File: config.mk
export PLATFORM = sky130hd
export DESIGN_NAME = dcache_direct
export DESIGN_NICKNAME = d
export VERILOG_FILES = /design/src/rtl/dcache_direct_pkg.sv /design/src/rtl/dcache_array.sv /design/src/rtl/dcache_direct_chk.sv /design/src/rtl/dcache_direct.sv
export SDC_FILE = /design/constraint.sdc
export NUM_CORES = 2
export LEC_CHECK = 0
export ABC_AREA = 1
export BUFFER_PORTS_ARGS = -buffer_cell sky130_fd_sc_hd__buf_2
export CAP_MARGIN = 20
export CORE_MARGIN = 5
export CORE_UTILIZATION = 35
export DETAILED_ROUTE_END_ITERATION = 10
export PLACE_DENSITY = 0.52
export SLEW_MARGIN = 15
export SYNTH_ARGS = -nofsm -noshare
export SYNTH_HDL_FRONTEND = slang
export SYNTH_SLANG_ARGS = --single-unit
File: constraint.sdc
create_clock -name clk -period 53.1 [get_ports clk]
set_input_delay 5.31 -clock clk [delete_from_list [all_inputs] [get_ports clk]]
set_output_delay 5.31 -clock clk [all_outputs]
set_load 0.05 [all_outputs]
File: src/rtl/dcache_direct_pkg.sv
// Shared definitions for the direct-mapped data cache: default geometry,
// derived address-field widths and the miss-handling state encoding.
package dcache_direct_pkg;

  localparam int WORD_SIZE_DEF  = 16;
  localparam int NUM_LINES_DEF  = 8;
  localparam int LINE_WORDS_DEF = 4;

  localparam int OFFSET_BITS = $clog2(LINE_WORDS_DEF);
  localparam int INDEX_BITS  = $clog2(NUM_LINES_DEF);
  localparam int TAG_BITS    = WORD_SIZE_DEF - OFFSET_BITS - INDEX_BITS;
  localparam int LINE_BITS   = WORD_SIZE_DEF * LINE_WORDS_DEF;

  typedef enum logic [1:0] {
    ST_IDLE = 2'd0,
    ST_WB   = 2'd1,
    ST_FILL = 2'd2
  } state_e;

endpackage

File: src/rtl/dcache_array.sv
// Line storage for the direct-mapped cache: valid/dirty/tag/data per line,
// one combinational read port, and a posedge write of either one word
// (store hit, marks the line dirty) or a whole line (fill, marks it clean).
module dcache_array
  import dcache_direct_pkg::*;
#(
  parameter int WORD_SIZE  = WORD_SIZE_DEF,
  parameter int NUM_LINES  = NUM_LINES_DEF,
  parameter int LINE_WORDS = LINE_WORDS_DEF
) (
  input  logic                             clk,
  input  logic                             reset_n,
  input  logic [$clog2(NUM_LINES)-1:0]     rd_index,
  output logic                             rd_valid,
  output logic                             rd_dirty,
  output logic [WORD_SIZE-$clog2(LINE_WORDS)-$clog2(NUM_LINES)-1:0] rd_tag,
  output logic [WORD_SIZE*LINE_WORDS-1:0]  rd_line,
  input  logic                             word_we,
  input  logic [$clog2(NUM_LINES)-1:0]     word_index,
  input  logic [$clog2(LINE_WORDS)-1:0]    word_offset,
  input  logic [WORD_SIZE-1:0]             word_data,
  input  logic                             line_we,
  input  logic [$clog2(NUM_LINES)-1:0]     line_index,
  input  logic [WORD_SIZE-$clog2(LINE_WORDS)-$clog2(NUM_LINES)-1:0] line_tag,
  input  logic [WORD_SIZE*LINE_WORDS-1:0]  line_data
);

  localparam int OB = $clog2(LINE_WORDS);
  localparam int IB = $clog2(NUM_LINES);
  localparam int TB = WORD_SIZE - OB - IB;
  localparam int LB = WORD_SIZE * LINE_WORDS;

  logic [NUM_LINES-1:0] valid_r;
  logic [NUM_LINES-1:0] dirty_r;
  logic [TB-1:0]        tag_r  [NUM_LINES];
  logic [LB-1:0]        data_r [NUM_LINES];

  assign rd_valid = valid_r[rd_index];
  assign rd_dirty = dirty_r[rd_index];
  assign rd_tag   = tag_r[rd_index];
  assign rd_line  = data_r[rd_index];

  // Storage update: clear on reset, install a fetched line, or merge a stored word.
  always_ff @(posedge clk or posedge reset_n) begin
    if (reset_n) begin
      valid_r <= {NUM_LINES{1'b0}};
      dirty_r <= {NUM_LINES{1'b0}};
      for (int i = 0; i < NUM_LINES; i++) begin
        tag_r[i]  <= {TB{1'b0}};
        data_r[i] <= {LB{1'b0}};
      end
    end else if (line_we) begin
      valid_r[line_index] <= 1'b1;
      dirty_r[line_index] <= 1'b0;
      tag_r[line_index]   <= line_tag;
      data_r[line_index]  <= line_data;
    end else if (word_we) begin
      data_r[word_index][int'(word_offset)*WORD_SIZE +: WORD_SIZE] <= word_data;
      dirty_r[word_index] <= 1'b1;
    end
  end

endmodule

File: src/rtl/dcache_direct_chk.sv
// Protocol checker for the CPU side of the cache: a load and a store must
// never be requested in the same cycle.
module dcache_direct_chk (
  input logic clk,
  input logic reset_n,
  input logic cpu_read,
  input logic cpu_write
);

  rd_wr_exclusive: assert property (@(posedge clk) disable iff (reset_n) !(cpu_read && cpu_write));

endmodule

File: src/rtl/dcache_direct.sv
// Direct-mapped, write-back, write-allocate data cache. Hits are answered
// combinationally; misses stall the CPU while a dirty victim is written back
// and the requested line is fetched. Hit/miss counters for performance.
module dcache_direct
  import dcache_direct_pkg::*;
#(
  parameter int WORD_SIZE  = WORD_SIZE_DEF,
  parameter int NUM_LINES  = NUM_LINES_DEF,
  parameter int LINE_WORDS = LINE_WORDS_DEF
) (
  input  logic                            clk,
  input  logic                            reset_n,
  input  logic                            cpu_read,
  input  logic                            cpu_write,
  input  logic [WORD_SIZE-1:0]            cpu_addr,
  input  logic [WORD_SIZE-1:0]            cpu_wdata,
  output logic [WORD_SIZE-1:0]            cpu_rdata,
  output logic                            cpu_ready,
  output logic                            mem_req,
  output logic                            mem_we,
  output logic [WORD_SIZE-1:0]            mem_addr,
  output logic [WORD_SIZE*LINE_WORDS-1:0] mem_wdata,
  input  logic [WORD_SIZE*LINE_WORDS-1:0] mem_rdata,
  input  logic                            mem_ready,
  output logic [WORD_SIZE-1:0]            hit_count,
  output logic [WORD_SIZE-1:0]            miss_count
);

  localparam int OB = $clog2(LINE_WORDS);
  localparam int IB = $clog2(NUM_LINES);
  localparam int TB = WORD_SIZE - OB - IB;
  localparam int LB = WORD_SIZE * LINE_WORDS;
  localparam logic [WORD_SIZE-1:0] ONE_W = {{(WORD_SIZE-1){1'b0}}, 1'b1};

  state_e state_r, state_nxt_s;

  logic [IB-1:0]        miss_idx_r;
  logic [TB-1:0]        miss_tag_r;
  logic                 miss_pending_r;
  logic [WORD_SIZE-1:0] hit_count_r, miss_count_r;
  logic                 mem_req_r, mem_we_r;
  logic [WORD_SIZE-1:0] mem_addr_r;
  logic [LB-1:0]        mem_wdata_r;

  logic [OB-1:0]        cpu_off_s;
  logic [IB-1:0]        cpu_idx_s, arr_idx_s;
  logic [TB-1:0]        cpu_tag_s, line_tag_s;
  logic                 line_valid_s, line_dirty_s;
  logic [LB-1:0]        line_data_s;
  logic                 req_s, hit_s, victim_dirty_s;
  logic                 cpu_ready_s, word_we_s, line_we_s, miss_start_s, hit_done_s;
  logic [WORD_SIZE-1:0] cpu_rdata_s;

  assign cpu_off_s = cpu_addr[OB-1:0];
  assign cpu_idx_s = cpu_addr[OB +: IB];
  assign cpu_tag_s = cpu_addr[WORD_SIZE-1 -: TB];

  // While a miss is outstanding the array is looked up at the latched index,
  // so the victim line stays visible even if the CPU address changes.
  assign arr_idx_s      = (state_r == ST_IDLE) ? cpu_idx_s : miss_idx_r;
  assign req_s          = cpu_read | cpu_write;
  assign hit_s          = line_valid_s && (line_tag_s == cpu_tag_s);
  assign victim_dirty_s = line_valid_s && line_dirty_s;

  dcache_array #(
    .WORD_SIZE  (WORD_SIZE),
    .NUM_LINES  (NUM_LINES),
    .LINE_WORDS (LINE_WORDS)
  ) u_array (
    .clk         (clk),
    .reset_n     (reset_n),
    .rd_index    (arr_idx_s),
    .rd_valid    (line_valid_s),
    .rd_dirty    (line_dirty_s),
    .rd_tag      (line_tag_s),
    .rd_line     (line_data_s),
    .word_we     (word_we_s),
    .word_index  (cpu_idx_s),
    .word_offset (cpu_off_s),
    .word_data   (cpu_wdata),
    .line_we     (line_we_s),
    .line_index  (miss_idx_r),
    .line_tag    (miss_tag_r),
    .line_data   (mem_rdata)
  );

  dcache_direct_chk u_chk (
    .clk       (clk),
    .reset_n   (reset_n),
    .cpu_read  (cpu_read),
    .cpu_write (cpu_write)
  );

  // Next-state and CPU-side response: serve hits, start misses, end transfers.
  always_comb begin
    state_nxt_s  = state_r;
    cpu_ready_s  = 1'b0;
    cpu_rdata_s  = {WORD_SIZE{1'b0}};
    word_we_s    = 1'b0;
    line_we_s    = 1'b0;
    miss_start_s = 1'b0;
    hit_done_s   = 1'b0;
    case (state_r)
      ST_IDLE: begin
        if (req_s) begin
          if (hit_s) begin
            cpu_ready_s = 1'b1;
            hit_done_s  = 1'b1;
            word_we_s   = cpu_write;
            if (cpu_read) begin
              cpu_rdata_s = line_data_s[int'(cpu_off_s)*WORD_SIZE +: WORD_SIZE];
            end else begin
              cpu_rdata_s = {WORD_SIZE{1'b0}};
            end
          end else begin
            miss_start_s = 1'b1;
            if (victim_dirty_s) begin
              state_nxt_s = ST_WB;
            end else begin
              state_nxt_s = ST_FILL;
            end
          end
        end else begin
          cpu_ready_s = 1'b1;
        end
      end
      ST_WB: begin
        if (mem_ready) begin
          state_nxt_s = ST_FILL;
        end else begin
          state_nxt_s = ST_WB;
        end
      end
      ST_FILL: begin
        if (mem_ready) begin
          line_we_s   = 1'b1;
          state_nxt_s = ST_IDLE;
        end else begin
          state_nxt_s = ST_FILL;
        end
      end
      default: state_nxt_s = ST_IDLE;
    endcase
  end

  // State register and the index/tag of the miss being serviced.
  always_ff @(posedge clk or posedge reset_n) begin
    if (reset_n) begin
      state_r    <= ST_IDLE;
      miss_idx_r <= {IB{1'b0}};
      miss_tag_r <= {TB{1'b0}};
    end else begin
      state_r <= state_nxt_s;
      if (miss_start_s) begin
        miss_idx_r <= cpu_idx_s;
        miss_tag_r <= cpu_tag_s;
      end
    end
  end

  // Memory request registers: set up write-back or fill, hold stable until mem_ready.
  always_ff @(posedge clk or posedge reset_n) begin
    if (reset_n) begin
      mem_req_r   <= 1'b0;
      mem_we_r    <= 1'b0;
      mem_addr_r  <= {WORD_SIZE{1'b0}};
      mem_wdata_r <= {LB{1'b0}};
    end else if (miss_start_s) begin
      mem_req_r <= 1'b1;
      mem_we_r  <= victim_dirty_s;
      if (victim_dirty_s) begin
        mem_addr_r  <= {line_tag_s, cpu_idx_s, {OB{1'b0}}};
        mem_wdata_r <= line_data_s;
      end else begin
        mem_addr_r  <= {cpu_tag_s, cpu_idx_s, {OB{1'b0}}};
        mem_wdata_r <= {LB{1'b0}};
      end
    end else if ((state_r == ST_WB) && mem_ready) begin
      mem_we_r    <= 1'b0;
      mem_addr_r  <= {miss_tag_r, miss_idx_r, {OB{1'b0}}};
      mem_wdata_r <= {LB{1'b0}};
    end else if ((state_r == ST_FILL) && mem_ready) begin
      mem_req_r   <= 1'b0;
      mem_we_r    <= 1'b0;
      mem_addr_r  <= {WORD_SIZE{1'b0}};
      mem_wdata_r <= {LB{1'b0}};
    end
  end

  // Performance counters; the hit that retires a miss is not counted as a hit.
  always_ff @(posedge clk or posedge reset_n) begin
    if (reset_n) begin
      hit_count_r    <= {WORD_SIZE{1'b0}};
      miss_count_r   <= {WORD_SIZE{1'b0}};
      miss_pending_r <= 1'b0;
    end else if (miss_start_s) begin
      miss_count_r   <= miss_count_r + ONE_W;
      miss_pending_r <= 1'b1;
    end else if (hit_done_s) begin
      if (miss_pending_r) begin
        miss_pending_r <= 1'b0;
      end else begin
        hit_count_r <= hit_count_r + ONE_W;
      end
    end else if ((state_r == ST_IDLE) && !req_s) begin
      // Request was abandoned during the miss: no retry is coming.
      miss_pending_r <= 1'b0;
    end
  end

  assign cpu_ready  = cpu_ready_s;
  assign cpu_rdata  = cpu_rdata_s;
  assign mem_req    = mem_req_r;
  assign mem_we     = mem_we_r;
  assign mem_addr   = mem_addr_r;
  assign mem_wdata  = mem_wdata_r;
  assign hit_count  = hit_count_r;
  assign miss_count = miss_count_r;

endmodule

======== Word level (Yosys, flattened, before mapping) ========
Index checks and enable logic that the tools add are counted.
storage, ports and cells
  register bits after elaboration ......... 747
  input port bits ......................... 101
  output and inout port bits .............. 131
  logic and storage cells ................. 145
operators by class
  $add $sub $neg .......................... 3
  magnitude comparators ................... 10
  eq/ne operators ......................... 6
  shift-type cells ........................ 3
  mux-type cells .......................... 67
  bitwise gates (word level) .............. 10
  reduce and logical (&&, ||, !) cells .... 18
operator list
  kind                                                                      count
  512-bit bitwise mux                                                       2
  512-bit 2-to-1 mux                                                        2
  64-bit 2-to-1 mux                                                         8
  64-bit demux with 3-bit select                                            2
  64-bit binary-select mux with 3-bit select                                1
  16-bit 2-to-1 mux                                                         8
  88-bit bitwise mux                                                        1
  16-bit by 33-bit variable shift with 64-bit output, first input constant  1
  16-bit by 33-bit variable part select with 64-bit output                  1
  64-bit by 7-bit variable part select with 16-bit output                   1
  11-bit binary-select mux with 3-bit select                                1
  11-bit demux with 3-bit select                                            1
  11-bit 2-to-1 mux                                                         3
  6-bit negation with 33-bit output                                         1
  16-bit by 1-bit adder with 16-bit output, second input constant           2
  1-bit 2-to-1 mux                                                          25
  8-bit 2-to-1 mux                                                          2
  8-bit bitwise OR                                                          2
  4-bit >= comparator, second input constant                                3
  3-bit by 4-bit < comparator with 1-bit output, second input constant      3
  3-bit inverter with 4-bit output                                          3
  11-bit equality test                                                      1
  2-bit 2-to-1 mux                                                          5
  1-bit logical AND                                                         9
  other kinds (19)                                                          29

======== Logic depth before layout (Yosys ltp) ========
  depth in word-level cells ............... 13
  depth in mapped cells ................... 22
  depth with buffers taken out ............ 19

======== Cells and area by module ========
A second synthesis with hierarchy kept.
second synthesis, totals
  cells, all modules ...................... 6012
  area total of the unflattened synthesis .. 41641.2 sq um
modules (own cells, without submodules)
  module         times used  cells each  area an instance (sq um)  seq. area each (sq um)
  dcache_array   1           5100        34971.0                   15414.8
  dcache_direct  1           912         6670.1                    3228.1

======== Least setup slack after synthesis ========
Ideal clock, no wire load.
  kind .................................... input port to output port
  start ................................... in cpu_addr[2]
  end ..................................... out cpu_rdata[10]
  data arrival time ....................... 8465 ps
  data required time ...................... 47790 ps
  setup slack ............................. 39325 ps
  stages on the path ...................... 18
  buffers on the path ..................... 3
  path through ............................ buf_2 inv_1 nand2_1 nand2_1 buf_2 nand2_1 nand3_1 nand3_1 nand2_1 nand2_1 nand2_1 nand2_1 nor2_2 nand3_1 nor2_1 nand2_2 buf_2 a211oi_1
on the way
  cells in the longest elaborated chain, start to end .. 10
  elaborated cells on any way between the ends .. 17
  classes of those cells .................. eq/ne: 1; shift: 1; mux: 13; bitwise: 1; reduce/logical: 1
RTL lines
  element                                                                                                   line                                       text
  start, declared                                                                                           dcache_direct.sv:15                        input logic [WORD_SIZE-1:0] cpu_addr,
  3-bit 2-to-1 mux *                                                                                        dcache_direct.sv:60                        assign arr_idx_s = (state_r == ST_IDLE) ? cpu_idx_s : miss_idx_r;
  3-bit inverter with 4-bit output (implied by the code)                                                    dcache_array.sv:40, dcache_array.sv:41
  64-bit binary-select mux with 3-bit select or 11-bit binary-select mux with 3-bit select (tied branches)  dcache_array.sv:41, dcache_array.sv:40
  64-bit 2-to-1 mux (implied by the code) or 11-bit 2-to-1 mux (tied branches) (2 in series)                dcache_array.sv:41, dcache_array.sv:40
  64-bit by 7-bit variable part select with 16-bit output or 11-bit equality test (tied branches)           dcache_direct.sv:111, dcache_direct.sv:62
  16-bit 2-to-1 mux or 1-bit logical AND (tied branches)                                                    dcache_direct.sv:110, dcache_direct.sv:62
  16-bit 2-to-1 mux *                                                                                       dcache_direct.sv:106                       if (hit_s) begin
  16-bit 2-to-1 mux *                                                                                       dcache_direct.sv:105                       if (req_s) begin
  16-bit 2-to-1 mux *                                                                                       dcache_direct.sv:103                       case (state_r)
  end, declared                                                                                             dcache_direct.sv:17                        output logic [WORD_SIZE-1:0] cpu_rdata,
Every way passes the cells marked *; elsewhere a longest branch is shown, timed or not. The select of a mux whose other input is x is not followed.

======== Worst setup path in the final report ========
  start ................................... in cpu_addr[2]
  end ..................................... out cpu_rdata[13]
The elaborated chain is that of the path after synthesis.

==> results.sh <==
export IMPL_status="finished, final reports clean"
export IMPL_clkTransAtPathRegs_ps=60
export IMPL_post_cts_buffers=0
export IMPL_crit_arrival_ps=11020
export IMPL_synth_xor_area_share=0.005944
export IMPL_ant_nets=0
export IMPL_syn_area_um2=41260
export IMPL_synth_top_family_by_area="simple AND/OR/NAND/NOR gates"
export IMPL_final_hold_viol_count=0
export IMPL_layout_drive_gt1_share=0.08926
export IMPL_start_kind="primary input"
export IMPL_drc_errors=0
export IMPL_crit_path_max_fanout=114
export IMPL_io_buffer_count=229
export IMPL_yosys_register_bits=745
export IMPL_cp_common_cell="nand2_1"
export IMPL_muxShareOfSynthArea=0
export IMPL_die_w_um=353.4
export IMPL_critPathRequiredTime_ps=47790
export IMPL_synth_top_cell_by_area="dfrtp_1"
export IMPL_ir_drop_mv=0.04728
export IMPL_min_path_type="register to register"
export IMPL_fin_crit_ps=16330
export IMPL_synth_compound_area_frac=0.1124
export IMPL_yosysTopAreaCellShare=0.4518
export IMPL_cts_buffers=91
export IMPL_fin_crit_sh=0.3075
export IMPL_cpPeakStageDelay_ps=850
export IMPL_drv_slew=0
export IMPL_drv_cap=0
export IMPL_end_kind="output port"
export IMPL_hpwl_mm=109.5
export IMPL_swShare=0.4930
export IMPL_rows=126
export IMPL_critical_path_class="primary input to output port"
export IMPL_n_fill_cell=12530
export IMPL_setup_viol=0
export IMPL_yosysSeqAreaShare=0.4518
export IMPL_track_usage=0.2874
export IMPL_slowest_stage="nand2_8"
export IMPL_slew_headroom=0.2193
export IMPL_final_setup_skew_ps=47.82
export IMPL_ys_flop_type="dfrtp_1"
export IMPL_antenna_found_initial=11
export IMPL_overflow=0
export IMPL_fmax_ghz=0.06124
export IMPL_grt_max_degree=196
export IMPL_netlist_top_cells_area="dfrtp_1, nand2_1, nand3_1"
export IMPL_drt_wl_total_mm=186.3
export IMPL_grt_pass1_vias=40070
export IMPL_cts_hold_buf=0
export IMPL_drt_pass1_iter_count=8
export IMPL_grt_setup_unrepaired="false"
export IMPL_synthAdderAreaFrac=0.002123
export IMPL_drt_vias_per_instance=5.848
export IMPL_internal_power_mw=1.337
export IMPL_power_frac_clock=0.251
export IMPL_pwr_share_comb=0.459
export IMPL_critical_path_cell_chain="buf_2, nand2_1, nand2_8, buf_4, nand2_1, nand3_1, nand3_1, nand2_1, nand2_1, nand2_1, nand2_1, nor2_2, nand3_1, nor2_1, nand2_2, nor2_1, buf_2"
export IMPL_dieArea_um2=124900
export IMPL_clock_root_buffer="clkbuf_16"
export IMPL_ios=232
export IMPL_coreArea_um2=117600
export IMPL_synth_area_per_cell_um2=7.272
export IMPL_nets=5757
export IMPL_die_height_um=353.4
export IMPL_grt_pass1_wl_mm=273.2
export IMPL_routabilityCongestion=0.9177
export IMPL_start_util=0.3508
export IMPL_synthSimpleGateAreaFrac=0.3554
export IMPL_pwr_share_seq=0.290
export IMPL_p_sw_mw=1.300
export IMPL_h_tree_depth=3
export IMPL_cts_buffer_depth=3
export IMPL_fin_setup_tns_ps=0
export IMPL_yosysWarnings=0
export IMPL_clock_latency_ps=700
export IMPL_totalPowerFinal_mw=2.638
export IMPL_cts_resized=0
export IMPL_tightestPinTransition_ps=1162
export IMPL_syn_to_final_growth_pct=11.57
export IMPL_wl_per_cell_um=25.64
export IMPL_cts_tree="done"
export IMPL_drtIter0Drc=5394
export IMPL_p_per_area_nw_per_um2=57.29
export IMPL_postSynthCellCount=5674
export IMPL_vias=42510
export IMPL_clock_sinks=745
export IMPL_async_flop_share=1.000
export IMPL_ys_types=40
export IMPL_p_leak_nw=22.49
export IMPL_synth_edf_count=0
[state kept, by name (all words and copies together) (netlist names), 2 cells and up]
signal,flops
hit_count,16
miss_count,16
miss_idx_r,3
u_array.tag_r,88
mem_addr,14
u_array.data_r,512
miss_tag_r,11
u_array.dirty_r,8
state_r,2
mem_wdata,64
u_array.valid_r,8
[synth_stat cells, types with 2 or more instances]
cell type and instances:
o41ai_1 8, o21ai_4 2, o22ai_1 492, nand2_2 39
nand4_1 11, xnor2_1 9, ha_1 7, o31ai_1 12
or2_2 4, xor2_1 19, nor4_1 6, a21oi_1 34
a31oi_1 14, buf_8 5, a211oi_1 11, buf_6 58
buf_2 52, o21ai_0 189, a32o_1 2, clkbuf_1 250
a211oi_2 3, nor2_2 3, nor3_1 28, buf_4 9
inv_1 189, o21ai_1 2, nand2_1 2210, nor2_1 100
nand3_1 1081, dfrtp_1 745, inv_2 10, clkinv_1 33
buf_1 30
[metal layers]
metal | vias to the layer above | share of wire | GRT usage | routed length, um
met5 | - | 0.00022 | 0 | 41
met4 | 6 | 0.059 | 0.1528 | 10950
met3 | 459 | 0.098 | 0.06936 | 18330
met2 | 2308 | 0.43 | 0.4294 | 80200
met1 | 20670 | 0.41 | 0.3860 | 76810
li1 | 19070 | - | - | -
[cell type report]
cell class              instances  area (um2)  area share
clock buffers                 142        2783     0.06044
clock inverters                27       351.6    0.007637
well taps                    1536        1922     0.04175
repair buffers                285        1662     0.03609
multi-input cells            4294       19780      0.4296
diodes                          7       17.52   0.0003805
flip-flops and latches        745       18640      0.4050
inverters                     232       880.8     0.01913
[placed cells by master (no fill, tap or decap), types with 19 or more instances in the layout]
| cell | count |
|---|---|
| buf_4 | 49 |
| xor2_1 | 19 |
| clkbuf_1 | 23 |
| nand2_1 | 2202 |
| nand3_1 | 1081 |
| nor2_1 | 98 |
| dfrtp_1 | 745 |
| nand2_2 | 38 |
| nor3_1 | 26 |
| buf_2 | 229 |
| clkbuf_8 | 25 |
| a21oi_1 | 33 |
| o22ai_1 | 492 |
| clkbuf_16 | 94 |
| o21ai_0 | 189 |
| inv_1 | 187 |
| clkinv_1 | 33 |
[stage by stage]
step / cells / area (um2) / utilization / hold slack (ps) / setup slack [ps]
final: 7268 / 46040 / 0.3914 / 463.9 / 36770
after global routing: 7261 / 46020 / 0.3913 / 481.3 / 36430
after CTS: 7260 / 45990 / 0.3911 / 466.6 / 36890
after detailed placement: 7091 / 42860 / 0.3644 / 451.6 / 36910
after global placement: 7091 / 42860 / 0.3644 / 450.2 / 37050
after floorplan: 5675 / 41260 / - / 434.9 / 26880
[final timing paths]
path                            slack (ps)                 startpoint  cells past startpoint                               to
worst max-delay path                 36770                cpu_addr[2]                     17                    cpu_rdata[13]
worst max register to register       45650     state_r[0]$_DFFE_PP0P_                     20  u_array.data_r[237]$_DFFE_PP0P_
min in group asynchronous             4830                    reset_n                      2        mem_wdata[23]$_DFFE_PP0P_
worst min register to register         460  mem_wdata[31]$_DFFE_PP0P_                      2        mem_wdata[31]$_DFFE_PP0P_
max in group asynchronous            44400                    reset_n                      6  u_array.data_r[304]$_DFFE_PP0P_
worst min-delay path                   460  mem_wdata[31]$_DFFE_PP0P_                      2        mem_wdata[31]$_DFFE_PP0P_
[power groups by stage]
stage	Clock (mW)	Sequential, mW	Combinational [mW]
floorplan	0	0.853	0.689
global placement	0	0.773	1.17
detailed placement	0	0.772	1.18
CTS	0.672	0.764	1.18
global route	0.696	0.778	1.28
finish	0.663	0.766	1.21
[kinds of logic after synthesis]
family,count (synthesis)
and+or+nand+nor,3486
adders and majority gates,7
other,1
xor gates and xnor gates,28
AOI/OAI and AO/OA,771
buffers and inverters,636
DFF,745
[worst max-delay path, delay by kind of cell]
family	cells	cell delay (ps)
AND/OR/NAND/NOR	14	4340
buffers and inverters	3	1260
Power figures use the tool's default switching activity.
